**config.mk**
```make
export PLATFORM = sky130hd
export DESIGN_NAME = battle_controller
export DESIGN_NICKNAME = d
export VERILOG_FILES = /design/src/rtl/battle_pkg.sv /design/src/rtl/frame_timer.sv /design/src/rtl/battle_controller.sv
export SDC_FILE = /design/constraint.sdc
export NUM_CORES = 1
export LEC_CHECK = 0
export ABC_CLOCK_PERIOD_IN_PS = 2400
export CAP_MARGIN = 10
export CORE_MARGIN = 10
export CORE_UTILIZATION = 30
export DETAILED_ROUTE_END_ITERATION = 8
export MAX_ROUTING_LAYER = met4
export PLACE_DENSITY = 0.5
export SYNTH_ARGS = -nofsm -noshare
export SYNTH_HDL_FRONTEND = slang
export SYNTH_HIERARCHICAL = 1
export SYNTH_SLANG_ARGS = --single-unit
```
**constraint.sdc**
```tcl
create_clock -name clk -period 2.4 [get_ports clk]
set_input_delay 0.48 -clock clk [delete_from_list [all_inputs] [get_ports clk]]
set_output_delay 0.48 -clock clk [all_outputs]
set_load 0.05 [all_outputs]
```
**src/rtl/battle_pkg.sv**
```systemverilog
// Shared definitions for the battle controller slice.
//   state_t   : game state, encoded exactly as the menu block decodes state_in
//   *_W       : datapath widths for enemy HP, player HP and the turn counter
//   *_DEF     : default battle tuning constants used as module parameter defaults
package battle_pkg;

  typedef enum logic [3:0] {
    ST_MENU   = 4'b0000,
    ST_ATTACK = 4'b0001,
    ST_DODGE  = 4'b0010,
    ST_WIN    = 4'b0011,
    ST_LOSE   = 4'b0100,
    ST_INIT   = 4'b1010
  } state_t;

  localparam int unsigned ENEMY_HP_W  = 11;
  localparam int unsigned PLAYER_HP_W = 8;
  localparam int unsigned TURN_W      = 8;

  localparam int unsigned ENEMY_HP_MAX_DEF  = 192;
  localparam int unsigned PLAYER_HP_MAX_DEF = 20;
  localparam int unsigned HIT_DAMAGE_DEF    = 2;
  localparam int unsigned DODGE_FRAMES_DEF  = 300;

endpackage

```
**src/rtl/frame_timer.sv**
```systemverilog
// Frame-tick detector and dodge-phase frame counter.
//   clk, rst   : system clock, asynchronous active-high reset
//   hcount_in  : video horizontal count
//   vcount_in  : video vertical count
//   clear      : hold the counter at 0 (asserted whenever the battle is not dodging)
//   tick       : combinational, high on the cycle where hcount_in==0 and vcount_in==0
//   done       : counter has reached DODGE_FRAMES-1; the next tick ends the dodge
module frame_timer #(
  parameter int unsigned DODGE_FRAMES = 300
) (
  input  logic        clk,
  input  logic        rst,
  input  logic [10:0] hcount_in,
  input  logic [9:0]  vcount_in,
  input  logic        clear,
  output logic        tick,
  output logic        done
);

  // The counter never needs to hold more than DODGE_FRAMES-1.
  localparam int unsigned CNT_W = (DODGE_FRAMES > 1) ? $clog2(DODGE_FRAMES) : 1;
  localparam logic [CNT_W-1:0] LAST = CNT_W'(DODGE_FRAMES - 1);

  logic [CNT_W-1:0] count;

  assign tick = (hcount_in == '0) && (vcount_in == '0);
  assign done = (count == LAST);

  // NOTE: sequential state is written with non-blocking assignments so every
  // register samples pre-edge values, independent of block ordering.
  always_ff @(posedge clk or posedge rst) begin
    if (rst) begin
      count <= '0;
    end else if (clear) begin
      count <= '0;
    end else if (tick) begin
      count <= count + 1'b1;
    end
  end

endmodule

```
**src/rtl/battle_controller.sv**
```systemverilog
// Top-level battle state machine: menu -> attack -> dodge turns until one side
// runs out of HP, then holds WIN/LOSE until restart_in rises.
//   clk, rst            : system clock, asynchronous active-high reset
//   hcount_in/vcount_in : video counters, used to derive the frame tick
//   menu_finished_in    : pulse, player committed FIGHT (honoured in MENU)
//   attack_finished_in  : pulse, attack bar done; attack_damage_in sampled with it
//   player_hit_in       : pulse per bullet collision (honoured in DODGE)
//   restart_in          : level; a rising edge leaves WIN/LOSE
//   state_out           : registered game state, feeds the menu state_in
//   enemy_hp_left_out   : registered enemy HP
//   player_hp_out       : registered player HP
//   turn_count_out      : registered count of completed dodge phases, wraps
//   game_over_out       : registered, high while in WIN or LOSE
module battle_controller
  import battle_pkg::*;
#(
  parameter int unsigned ENEMY_HP_MAX  = ENEMY_HP_MAX_DEF,
  parameter int unsigned PLAYER_HP_MAX = PLAYER_HP_MAX_DEF,
  parameter int unsigned HIT_DAMAGE    = HIT_DAMAGE_DEF,
  parameter int unsigned DODGE_FRAMES  = DODGE_FRAMES_DEF
) (
  input  logic                   clk,
  input  logic                   rst,
  input  logic [10:0]            hcount_in,
  input  logic [9:0]             vcount_in,
  input  logic                   menu_finished_in,
  input  logic                   attack_finished_in,
  input  logic [ENEMY_HP_W-1:0]  attack_damage_in,
  input  logic                   player_hit_in,
  input  logic                   restart_in,
  output logic [3:0]             state_out,
  output logic [ENEMY_HP_W-1:0]  enemy_hp_left_out,
  output logic [PLAYER_HP_W-1:0] player_hp_out,
  output logic [TURN_W-1:0]      turn_count_out,
  output logic                   game_over_out
);

  localparam logic [ENEMY_HP_W-1:0]  ENEMY_MAX  = ENEMY_HP_W'(ENEMY_HP_MAX);
  localparam logic [PLAYER_HP_W-1:0] PLAYER_MAX = PLAYER_HP_W'(PLAYER_HP_MAX);
  localparam logic [PLAYER_HP_W-1:0] HIT_DMG    = PLAYER_HP_W'(HIT_DAMAGE);

  state_t                 state, state_n;
  logic [ENEMY_HP_W-1:0]  enemy_hp, enemy_hp_n;
  logic [PLAYER_HP_W-1:0] player_hp, player_hp_n;
  logic [TURN_W-1:0]      turn_count, turn_count_n;
  logic                   game_over;
  logic                   restart_q;
  logic                   restart_rise;
  logic                   frame_tick, frame_done;

  // The counter is held cleared outside DODGE, so it is 0 on every entry.
  frame_timer #(
    .DODGE_FRAMES (DODGE_FRAMES)
  ) u_frame_timer (
    .clk       (clk),
    .rst       (rst),
    .hcount_in (hcount_in),
    .vcount_in (vcount_in),
    .clear     (state != ST_DODGE),
    .tick      (frame_tick),
    .done      (frame_done)
  );

  assign restart_rise = restart_in & ~restart_q;

  always_ff @(posedge clk or posedge rst) begin
    if (rst) begin
      state      <= ST_INIT;
      enemy_hp   <= ENEMY_MAX;
      player_hp  <= PLAYER_MAX;
      turn_count <= '0;
      game_over  <= 1'b0;
      restart_q  <= 1'b0;
    end else begin
      state      <= state_n;
      enemy_hp   <= enemy_hp_n;
      player_hp  <= player_hp_n;
      turn_count <= turn_count_n;
      game_over  <= (state_n == ST_WIN) || (state_n == ST_LOSE);
      restart_q  <= restart_in;
    end
  end

  always_comb begin
    // NOTE: every combinational output is defaulted first so no path through
    // the case leaves a variable unassigned and infers a latch.
    state_n      = state;
    enemy_hp_n   = enemy_hp;
    player_hp_n  = player_hp;
    turn_count_n = turn_count;

    unique case (state)
      ST_INIT: state_n = ST_MENU;

      ST_MENU: if (menu_finished_in) state_n = ST_ATTACK;

      ST_ATTACK: begin
        if (attack_finished_in) begin
          if (attack_damage_in >= enemy_hp) begin
            enemy_hp_n = '0;
            state_n    = ST_WIN;
          end else begin
            enemy_hp_n = enemy_hp - attack_damage_in;
            state_n    = ST_DODGE;
          end
        end
      end

      ST_DODGE: begin
        // Hit is resolved before frame expiry so a fatal hit wins over MENU.
        if (player_hit_in) begin
          if (player_hp <= HIT_DMG) begin
            player_hp_n = '0;
            state_n     = ST_LOSE;
          end else begin
            player_hp_n = player_hp - HIT_DMG;
          end
        end
        if ((state_n != ST_LOSE) && frame_tick && frame_done) begin
          state_n      = ST_MENU;
          turn_count_n = turn_count + 1'b1;
        end
      end

      ST_WIN, ST_LOSE: begin
        if (restart_rise) begin
          state_n      = ST_INIT;
          enemy_hp_n   = ENEMY_MAX;
          player_hp_n  = PLAYER_MAX;
          turn_count_n = '0;
        end
      end

      default: state_n = ST_INIT;
    endcase
  end

  assign state_out         = state;
  assign enemy_hp_left_out = enemy_hp;
  assign player_hp_out     = player_hp;
  assign turn_count_out    = turn_count;
  assign game_over_out     = game_over;

endmodule

```
Yosys cells after proc, flatten, opt, wreduce, memory -nomap -nowiden
Index checks and enable logic that the tools add are counted.
- register bits after elaboration: 42
- output and inout port bits: 32
- input bits: 38
- add/subtract/negate cells: 4
- reductions and logical operators: 14
- eq/ne operators: 14
- muxes and demuxes: 22
- bitwise gates (word level): 2
- $lt $le $gt $ge: 2
- operators with widths (operator ; count):
    8-bit 2-to-1 mux ; 5
    11-bit 2-to-1 mux ; 3
    8-bit one-hot mux with 2 select lines ; 2
    4-bit 2-to-1 mux ; 7
    11-bit one-hot mux with 2 select lines ; 1
    4-bit one-hot mux with 5 select lines ; 1
    9-bit 2-to-1 mux ; 2
    4-bit by 2-bit equality test with 1-bit output (second input constant) ; 3
    11-bit greater-or-equal comparator ; 1
    11-bit logical NOT ; 1
    11-bit subtractor ; 1
    10-bit logical NOT ; 1
    9-bit by 1-bit adder with 9-bit output (second input constant) ; 1
    9-bit equality test (second input constant) ; 1
    3-bit AND reduction ; 3
    8-bit by 1-bit adder with 8-bit output (second input constant) ; 1
    4-bit by 3-bit equality test with 1-bit output (second input constant) ; 2
    8-bit by 2-bit <= comparator with 1-bit output (second input constant) ; 1
    2-bit inequality test (second input constant) ; 4
    8-bit by 2-bit subtractor with 8-bit output (second input constant) ; 1
    2-bit nonzero test ; 3
    4-bit by 1-bit equality test with 1-bit output (second input constant) ; 1
    4-bit equality test (second input constant) ; 1
    4-bit logical NOT ; 1
    8 further kinds ; 10

Logic depth before layout (Yosys ltp)
Gate-level depths: netlist (run 1).
- depth after elaboration: 11
- depth in mapped cells: 10

Modules after synthesis
The synthesis (run 1) kept the hierarchy.
- modules (own cells, without submodules) (module ; area an instance (um^2) ; times used ; cells each ; sequential area each (um^2)):
    battle_controller ; 2218.4 ; 1 ; 236 ; 808.3
    frame_timer ; 593.1 ; 1 ; 66 ; 225.2

Worst setup path after synthesis (run 1)
No wires, ideal clock.
- path type: register to register
- start: reg enemy_hp[0], in the netlist enemy_hp_left_out[0]
- end: reg enemy_hp[10], in the netlist enemy_hp_left_out[10]
- setup slack: -0.030 ns
- stages on the path, launching flop included: 10
- path buffers: 0
- required time: 2.278 ns
- clock period less this slack: 2.430 ns
- arrival: 2.308 ns
- cell sequence: dfrtp_1 -> inv_1 -> ha_1 -> fa_1 -> nand2b_1 -> a211oi_1 -> o31a_1 -> o21a_1 -> o21ai_0 -> a32o_1
- longest elaborated chain between the ends: 4
- elaborated cells on any way between the ends: 5
- classes of those cells: add/sub: 1; order compare: 1; mux: 3
- ends and longest elaborated chain (what ; RTL line ; text):
    start, declared ; battle_controller.sv:43 ; logic [ENEMY_HP_W-1:0] enemy_hp, enemy_hp_n;
    start signal, assigned ; battle_controller.sv:76 ; enemy_hp <= enemy_hp_n;
    11-bit subtractor or 11-bit greater-or-equal comparator (tied branches) ; battle_controller.sv:103, battle_controller.sv:99 ;
    11-bit 2-to-1 mux (*) ; battle_controller.sv:99 ; if (attack_damage_in >= enemy_hp) begin
    11-bit 2-to-1 mux (*) ; battle_controller.sv:98 ; if (attack_finished_in) begin
    11-bit one-hot mux with 2 select lines (*) ; battle_controller.sv:92 ; unique case (state)
Mark *: on every way between the ends. The rest lies on a longest branch, timed or not. The select of a mux whose other input is x is not followed.
A chain may end at the register's enable or synchronous reset.

Final worst setup path (run 1)
- start: in attack_damage_in[6]
- end: reg enemy_hp[10], in the netlist enemy_hp_left_out[10]
- longest elaborated chain between the ends: 4
- elaborated cells on any way between the ends: 5
- classes of those cells: add/sub: 1; order compare: 1; mux: 3
- ends and longest elaborated chain (what ; RTL line ; text):
    start, declared ; battle_controller.sv:28 ; input logic [ENEMY_HP_W-1:0] attack_damage_in,
    11-bit subtractor or 11-bit greater-or-equal comparator (tied branches) ; battle_controller.sv:103, battle_controller.sv:99 ;
    11-bit 2-to-1 mux (*) ; battle_controller.sv:99 ;
    11-bit 2-to-1 mux (*) ; battle_controller.sv:98 ;
    11-bit one-hot mux with 2 select lines (*) ; battle_controller.sv:92 ;
Marks and branches as above.

==> summary.txt, run 1 <==
Power
  • Worst vdd ir: about 0.35 mV
  • Total leakage power: roughly 0.0017 uW
  • Overall power: ~3400 uW
  • PD cells: around 850 mW/mm2

Routing
  • ANT nets after route: 0
  • Routed length per placed instance: roughly 15 um
  • Vias per cell: 4.96
  • DR iter-0 viols: 91
  • DR DRC count: 0
  • Wirelength, routed: 7.65 mm
  • Via count: between 2k and 3k
  • DRT Pass-1 Iters: 4

Die
  • Effective utilization at floorplan: between 30% and 40%
  • Die height: roughly 120 um
  • Io pins: 70
  • Die area: around 0.014 mm2
  • Site Rows: 35
  • Die X-Extent: roughly 120 um
  • Core Region: ~0.0092 mm2

Global routing
  • Overflow after GRT: 0
  • Vias in the first global route: ~2.6k
  • GRT met1 Usage: approximately 16%
  • Antenna violations before repair: 0
  • Total track usage: 11.8%
  • Grt met2 use: 17.7%
  • Maximum number of pins on one net before global-route repair: 33
  • Met3 Track Usage GR: between 2 and 3%
  • First-pass GRT wire length: ~13 mm
  • Busiest grt layer: met2

Synth
  • Synth Instances: between 300 and 400
  • Number of synthesized register bits: between 40 and 50
  • Netlist cell types: 67
  • Part of the Yosys area used for sequential elements: a little under two fifths
  • Post-Syn Nets: between 300 and 400
  • Primary FF master, synth: dfrtp_1
  • Mapped Avg Cell Area: 9.31 um2
  • Syn Std Cell Area: 0.00281 mm2
  • Yosys warning total: 6
  • Async set-reset flop share out of synthesis: between 90% and 100%
  • Post-synth EDFFs: 0

Finish
  • Final instance area: roughly 0.0040 mm2
  • Commonest non-fill, non-tap cell in the layout: clkdlybuf4s50_1
  • Fin nets: about 460
  • Area Overhead vs Synth: 43.5%
  • Multi-input gate area: 0.00174 mm2
  • Register area: between 0.001 and 0.0015 mm2
  • Antenna cells: 0
  • Share of layout cells above drive strength 1: around a quarter
  • Most frequent cells in the layout: 63 x clkdlybuf4s50_1, 36 x buf_4, 34 x dfrtp_1
  • Layout fillers: a little over 900

Setup path
  • Critical Path AT: approximately 2.6 ns
  • CP Max Fanout: 3
  • Reg2reg end: enemy_hp_left_out[10]
  • R2R depth: 7
  • CP max stage delay: ~0.45 ns
  • CP endpoint: enemy_hp_left_out[10]
  • Setup crit start kind: input pin
  • FF-to-FF setup slack: between 0.2 and 0.25 ns
  • CP Class: in -> reg
  • CP Capture Type: flip-flop
  • Crit path from: attack_damage_in[6]
  • FF-to-FF Start: enemy_hp_left_out[6]
  • CP Cell Sequence: clkdlybuf4s50_1 -> inv_1 -> ha_1 -> nand4_1 -> a211oi_4 -> o31a_1 -> o21a_1 -> or3_1 -> a32o_1
  • CP max stage cell: clkdlybuf4s50_1
  • Worst Path Required: 2.59 ns

Timing
  • Final Setup Violations: 0
  • Rel. slew slack: approximately two thirds
  • Setup Skew: ~0.0054 ns
  • Final period utilization: between 90% and 100%
  • Max-slew violations: 0
  • RSZ-0062 raised after global routing: yes
  • Post-route minimum period: about 2.4 ns
  • Worst-Margin Slew: just over 0.5 ns
  • Final Hold Vio Count: 0
  • Hold Slack: 0.473 ns
  • F_max: about 0.42 GHz
  • Setup_tns: 0 ns

Clock network
  • H-tree depth: 2
  • # hold bufs at CTS: 0
  • CTS Buffer Depth: 2
  • Worst-path clk slew: ~0.08 ns
  • CTS root buffer: clkbuf_8
  • Worst skew pair latency: 0.30 ns
  • CTS tree: built
  • TritonCTS sink count: 41
  • CTS Buf Count: 5

Placed design
  • DP HPWL: ~6 mm
  • Instance area after placement: between 0.003 and 0.004 mm2
  • PortBufs: slightly below 70
  • Gpl congestion: approximately 0.8

Worst hold path
  • Worst min-delay path class: in -> async

Run
  • Max_cap viols: 0

Outcome
  • Status: complete, no violations
state kept, by name (all words and copies together), names as in the netlist:
signal               flops
enemy_hp_left_out       11
game_over_out            1
player_hp_out            7
restart_q                1
state_out                4
turn_count_out           8
u_frame_timer/count      9
Yosys cell counts (2+ instances only):
cell       n  area share (%)
o21ai_1   10             1.8
nor2_1    29             3.9
or3_1      2            0.44
a21o_1     2            0.53
nand2_1   26             3.5
a22o_1     4             1.2
and3_1     2            0.44
nor2b_1    7             1.6
o41ai_1    3            0.93
dfrtp_1   35              31
nand3_1    9             1.6
inv_1     20             2.7
a211oi_1   2            0.53
nor2_8     2             1.4
a211oi_2   2            0.89
xor2_1     3            0.93
xnor2_1    9             2.8
a21oi_1   20             3.6
buf_6      3             1.2
ha_1      14             6.2
nand4_1    7             1.6
a32o_1     3             1.1
nor3_1     6             1.1
nor4_1     7             1.6
dfstp_2    6             5.6
o21a_1     5             1.3
o21ai_0    9             1.6
o31ai_1    5             1.3
nand2b_1   6             1.3
mux2_2     4             1.6
a21oi_4    2             1.2
or4_1      3            0.80
timing repair:
item,in CTS,in global routing
hold endpoints to repair,0,0
buffers inserted,3,0
gates resized for setup,6,19
pin swaps,3,9
setup endpoints to repair,10,14
layout make-up:
type | instances | share of cell area [%]
Clock inverter | 1 | 0.744
Inverter | 21 | 2.02
Multi-Input combinational cell | 233 | 43.2
Timing Repair Buffer | 101 | 22.9
Tap cell | 111 | 3.44
Sequential cell | 41 | 25.6
Clock buffer | 7 | 2.14
report_power, final:
part           switching (uW)  internal, uW  total, uW
sequential                196           840       1040
combinational            1070           709       1780
clock                     259           340        599
total                    1530          1890       3420
metrics by stage:
| step | instances | setup slack, ns | util, % |
|---|---|---|---|
| floorplan | 302 | 0.0323 | - |
| global placement | 504 | -0.328 | 41.2 |
| detailed placement | 504 | -0.433 | 41.2 |
| CTS | 515 | -0.00153 | 42.9 |
| global route | 515 | -0.0315 | 43.9 |
| finish | 515 | 0.0319 | 43.9 |
worst max-delay path, delay by kind of cell:
kind	cells	cell delay [ns]
simple gates	2	0.54
buf+inv	2	0.49
fa+ha+maj	1	0.31
compound gates	4	0.73
layer usage:
metal | up-vias | share of wire, %
li1 | 1289 | -
met1 | 1195 | 49
met2 | 62 | 43
met3 | 7 | 6.5
met4 | 0 | 1.1
met5 | - | 0
worst min-delay path by stage:
stage                     depth (start not counted)                  from  slack, ns                     end
final                                             2                   rst       0.47  u_frame_timer/count[4]
after global routing                              2                   rst       0.52  u_frame_timer/count[4]
after CTS                                         2                   rst       0.48  u_frame_timer/count[4]
after detailed placement                          2  enemy_hp_left_out[0]       0.50    enemy_hp_left_out[0]
after global placement                            2  enemy_hp_left_out[0]       0.51    enemy_hp_left_out[0]
after floorplan                                   1                   rst       0.31  u_frame_timer/count[0]
logic make-up after synthesis:
group / after synthesis / share of synthesized area [%]
mux: 6 / 2.36
compound gates: 77 / 19.4
other cells: 1 / 0.133
fa+ha+maj: 15 / 6.94
flops: 41 / 36.8
buf+inv: 28 / 5.21
simple gates: 122 / 25.5
xor+xnor: 12 / 3.74
No activity file was read; power rests on OpenSTA's default activity.
==> inputs of run 2 (changes only) <==
--- a/config.mk
+++ b/config.mk
@@ -5,13 +5,14 @@
 export SDC_FILE = /design/constraint.sdc
 export NUM_CORES = 1
 export LEC_CHECK = 0
-export ABC_CLOCK_PERIOD_IN_PS = 2400
+export ABC_CLOCK_PERIOD_IN_PS = 2500
 export CAP_MARGIN = 10
 export CORE_MARGIN = 10
 export CORE_UTILIZATION = 30
 export DETAILED_ROUTE_END_ITERATION = 8
+export DONT_BUFFER_PORTS = 1
 export MAX_ROUTING_LAYER = met4
-export PLACE_DENSITY = 0.5
+export PLACE_DENSITY = 0.41
 export SYNTH_ARGS = -nofsm -noshare
 export SYNTH_HDL_FRONTEND = slang
 export SYNTH_HIERARCHICAL = 1
==> constraint.sdc (replaced) <==
create_clock -name clk -period 2.5 [get_ports clk]
set_input_delay 0.5 -clock clk [delete_from_list [all_inputs] [get_ports clk]]
set_output_delay 0.5 -clock clk [all_outputs]
set_load 0.05 [all_outputs]
==> summary.txt, run 2 (same netlist as run 1, synthesis figures left out) <==
Global routing
  • Overflow after GRT: 0
  • Total track usage: between 10% and 20%
  • First-pass GRT wire length: roughly 12 mm
  • Antenna violations before repair: 0
  • Maximum number of pins on one net before global-route repair: 33
  • Vias in the first global route: about 2.2k

Placed design
  • DP HPWL: roughly 6 mm
  • PortBufs: 0
  • Dpl ws: between 0.1 and 0.15 ns
  • Post-Place Cells: about 430
  • Gpl congestion: 0.893

Clock network
  • Post-CTS setup buffers: 0
  • TritonCTS sink count: around 40
  • CTS tree: built
  • Post-cts resize count: 0
  • CTS Buffer Depth: 2
  • CTS Buf Count: 5
  • # hold bufs at CTS: 0
  • H-tree depth: 2
  • Worst skew pair latency: approximately 0.29 ns
  • Worst-path clk slew: approximately 0.09 ns
  • CTS root buffer: clkbuf_8

Finish
  • Fin nets: approximately 380
  • Share of layout cells above drive strength 1: 18.5%
  • Antenna cells: 0
  • Final std cells w/o fill: 436
  • Max reg flops: 11
  • Most frequent cells in the layout: 35 x dfrtp_1, 29 x nor2_1, 26 x nand2_1
  • Commonest non-fill, non-tap cell in the layout: dfrtp_1
  • Area Overhead vs Synth: 12.5%

Run
  • Max_cap viols: 0

Routing
  • Vias per cell: around 5.3
  • Wirelength, routed: roughly 7.4 mm
  • Metal2 WL: ~3.1 mm
  • DRT Pass-1 Iters: 4
  • Top Layer Used: met4
  • Routed length per placed instance: 17.0 um
  • DR DRC count: 0
  • ANT nets after route: 0
  • Met3 Routed Length: 630 um
  • Via count: roughly 2.3k
  • M1 WL: between 3 and 4 mm
  • DR iter-0 viols: approximately 180

Die
  • Effective utilization at floorplan: a little under a third
  • Core Region: roughly 0.0092 mm2
  • Die area: about 0.014 mm2
  • Site Rows: 35
  • Die height: between 100 and 150 um
  • Io pins: 70
  • Die X-Extent: approximately 120 um

Timing
  • Final period utilization: roughly 91%
  • Setup Skew: around 0.0078 ns
  • Setup_tns: 0 ns
  • Max-slew violations: 0
  • Post-route minimum period: around 2.3 ns
  • Final Hold Vio Count: 0
  • Final WS setup: ~0.24 ns
  • Final Setup Violations: 0
  • F_max: around 0.44 GHz
  • Rel. slew slack: between 50% and 60%
  • RSZ-0062 raised after global routing: no
  • Worst-Margin Slew: roughly 0.60 ns

Setup path
  • Worst Path Required: roughly 2.7 ns
  • CP max stage cell: dfrtp_1
  • CP Cell Sequence: ha_1 -> nor2b_1 -> o211ai_1 -> a311oi_1 -> o21ai_1 -> nand2_1 -> or3b_1
  • CP max stage delay: approximately 0.43 ns
  • Setup crit start kind: flip-flop
  • CP Capture Type: flip-flop
  • Critical Path AT: between 2 and 2.5 ns
  • CP Max Fanout: 5
  • Critical path buffers and inverters: 0
  • Worst path top cell family by delay: compound AO/OA/AOI/OAI gates
  • CP Class: reg -> reg

Power
  • Pint: around 1600 uW
  • Worst vdd ir: 0.351 mV
  • Overall power: ~3000 uW
  • Combinational share of power: around 44%
  • Clock power share: 18.0%
  • Switching share of power: a little under half
  • Total net switching power: 1430 uW
  • Total leakage power: 0.00136 uW
  • Reg power frac: 38.2%
  • PD cells: between 900 and 1000 mW/mm2

Worst hold path
  • Worst min-delay path class: in -> async

Outcome
  • Status: complete, no violations
-- run 2: cell count changes in the layout (fill, tap and decap cells not counted), sizes merged --
cell and change:
buf -13, dlygate4sd2 -1, dlymetal6s2s -1, clkinv +1, clkbuf -2, clkdlybuf4s50 -63
-- run 2: final timing paths --
| check | start | to | slack (ns) | cells after the start |
|---|---|---|---|---|
| setup / recovery | enemy_hp_left_out[1] | game_over_out | 0.24 | 7 |
| min in group clk | restart_in | restart_q | 0.23 | 0 |
| max in group asynchronous | rst | enemy_hp_left_out[7] | 1.96 | 2 |
| hold reg to reg | enemy_hp_left_out[1] | enemy_hp_left_out[1] | 0.58 | 2 |
| hold / removal | rst | u_frame_timer/count[8] | 0.05 | 1 |
| setup reg to reg | enemy_hp_left_out[1] | game_over_out | 0.24 | 7 |
-- run 2: power groups by stage --
stage / Clock (uW) / Combinational, uW / Sequential (uW)
2_1_floorplan: 0 / 849 / 1310
3_3_place_gp: 0 / 1320 / 1160
3_5_place_dp: 0 / 1320 / 1160
4_1_cts: 562 / 1320 / 1150
5_1_grt: 591 / 1450 / 1170
6_report: 538 / 1310 / 1140
-- run 2: through the flow --
stage / util [%] / hold WS [ns] / area, um2
final: 34.4 / 0.0493 / 3160
after global routing: 34.4 / 0.0808 / 3160
after CTS: 34.4 / 0.0632 / 3160
after detailed placement: 33.3 / 0.392 / 3060
after global placement: 33.3 / 0.394 / 3060
after floorplan: - / 0.328 / 2810
-- run 2: layer usage --
metal  GRT usage (%)  vias up
met1            15.1     1106
met4            2.22        0
met3            3.57        2
met5               -        -
li1                -     1140
met2            16.3       71
-- run 2: final cells by class --
cell class,instances,area (um2)
inverters,21,81.3
well taps,111,139
fillers,960,6030
multi-input cells,233,1630
flip-flops and latches,41,1030
clock inverters,2,35.0
repair buffers,23,173
clock buffers,5,68.8
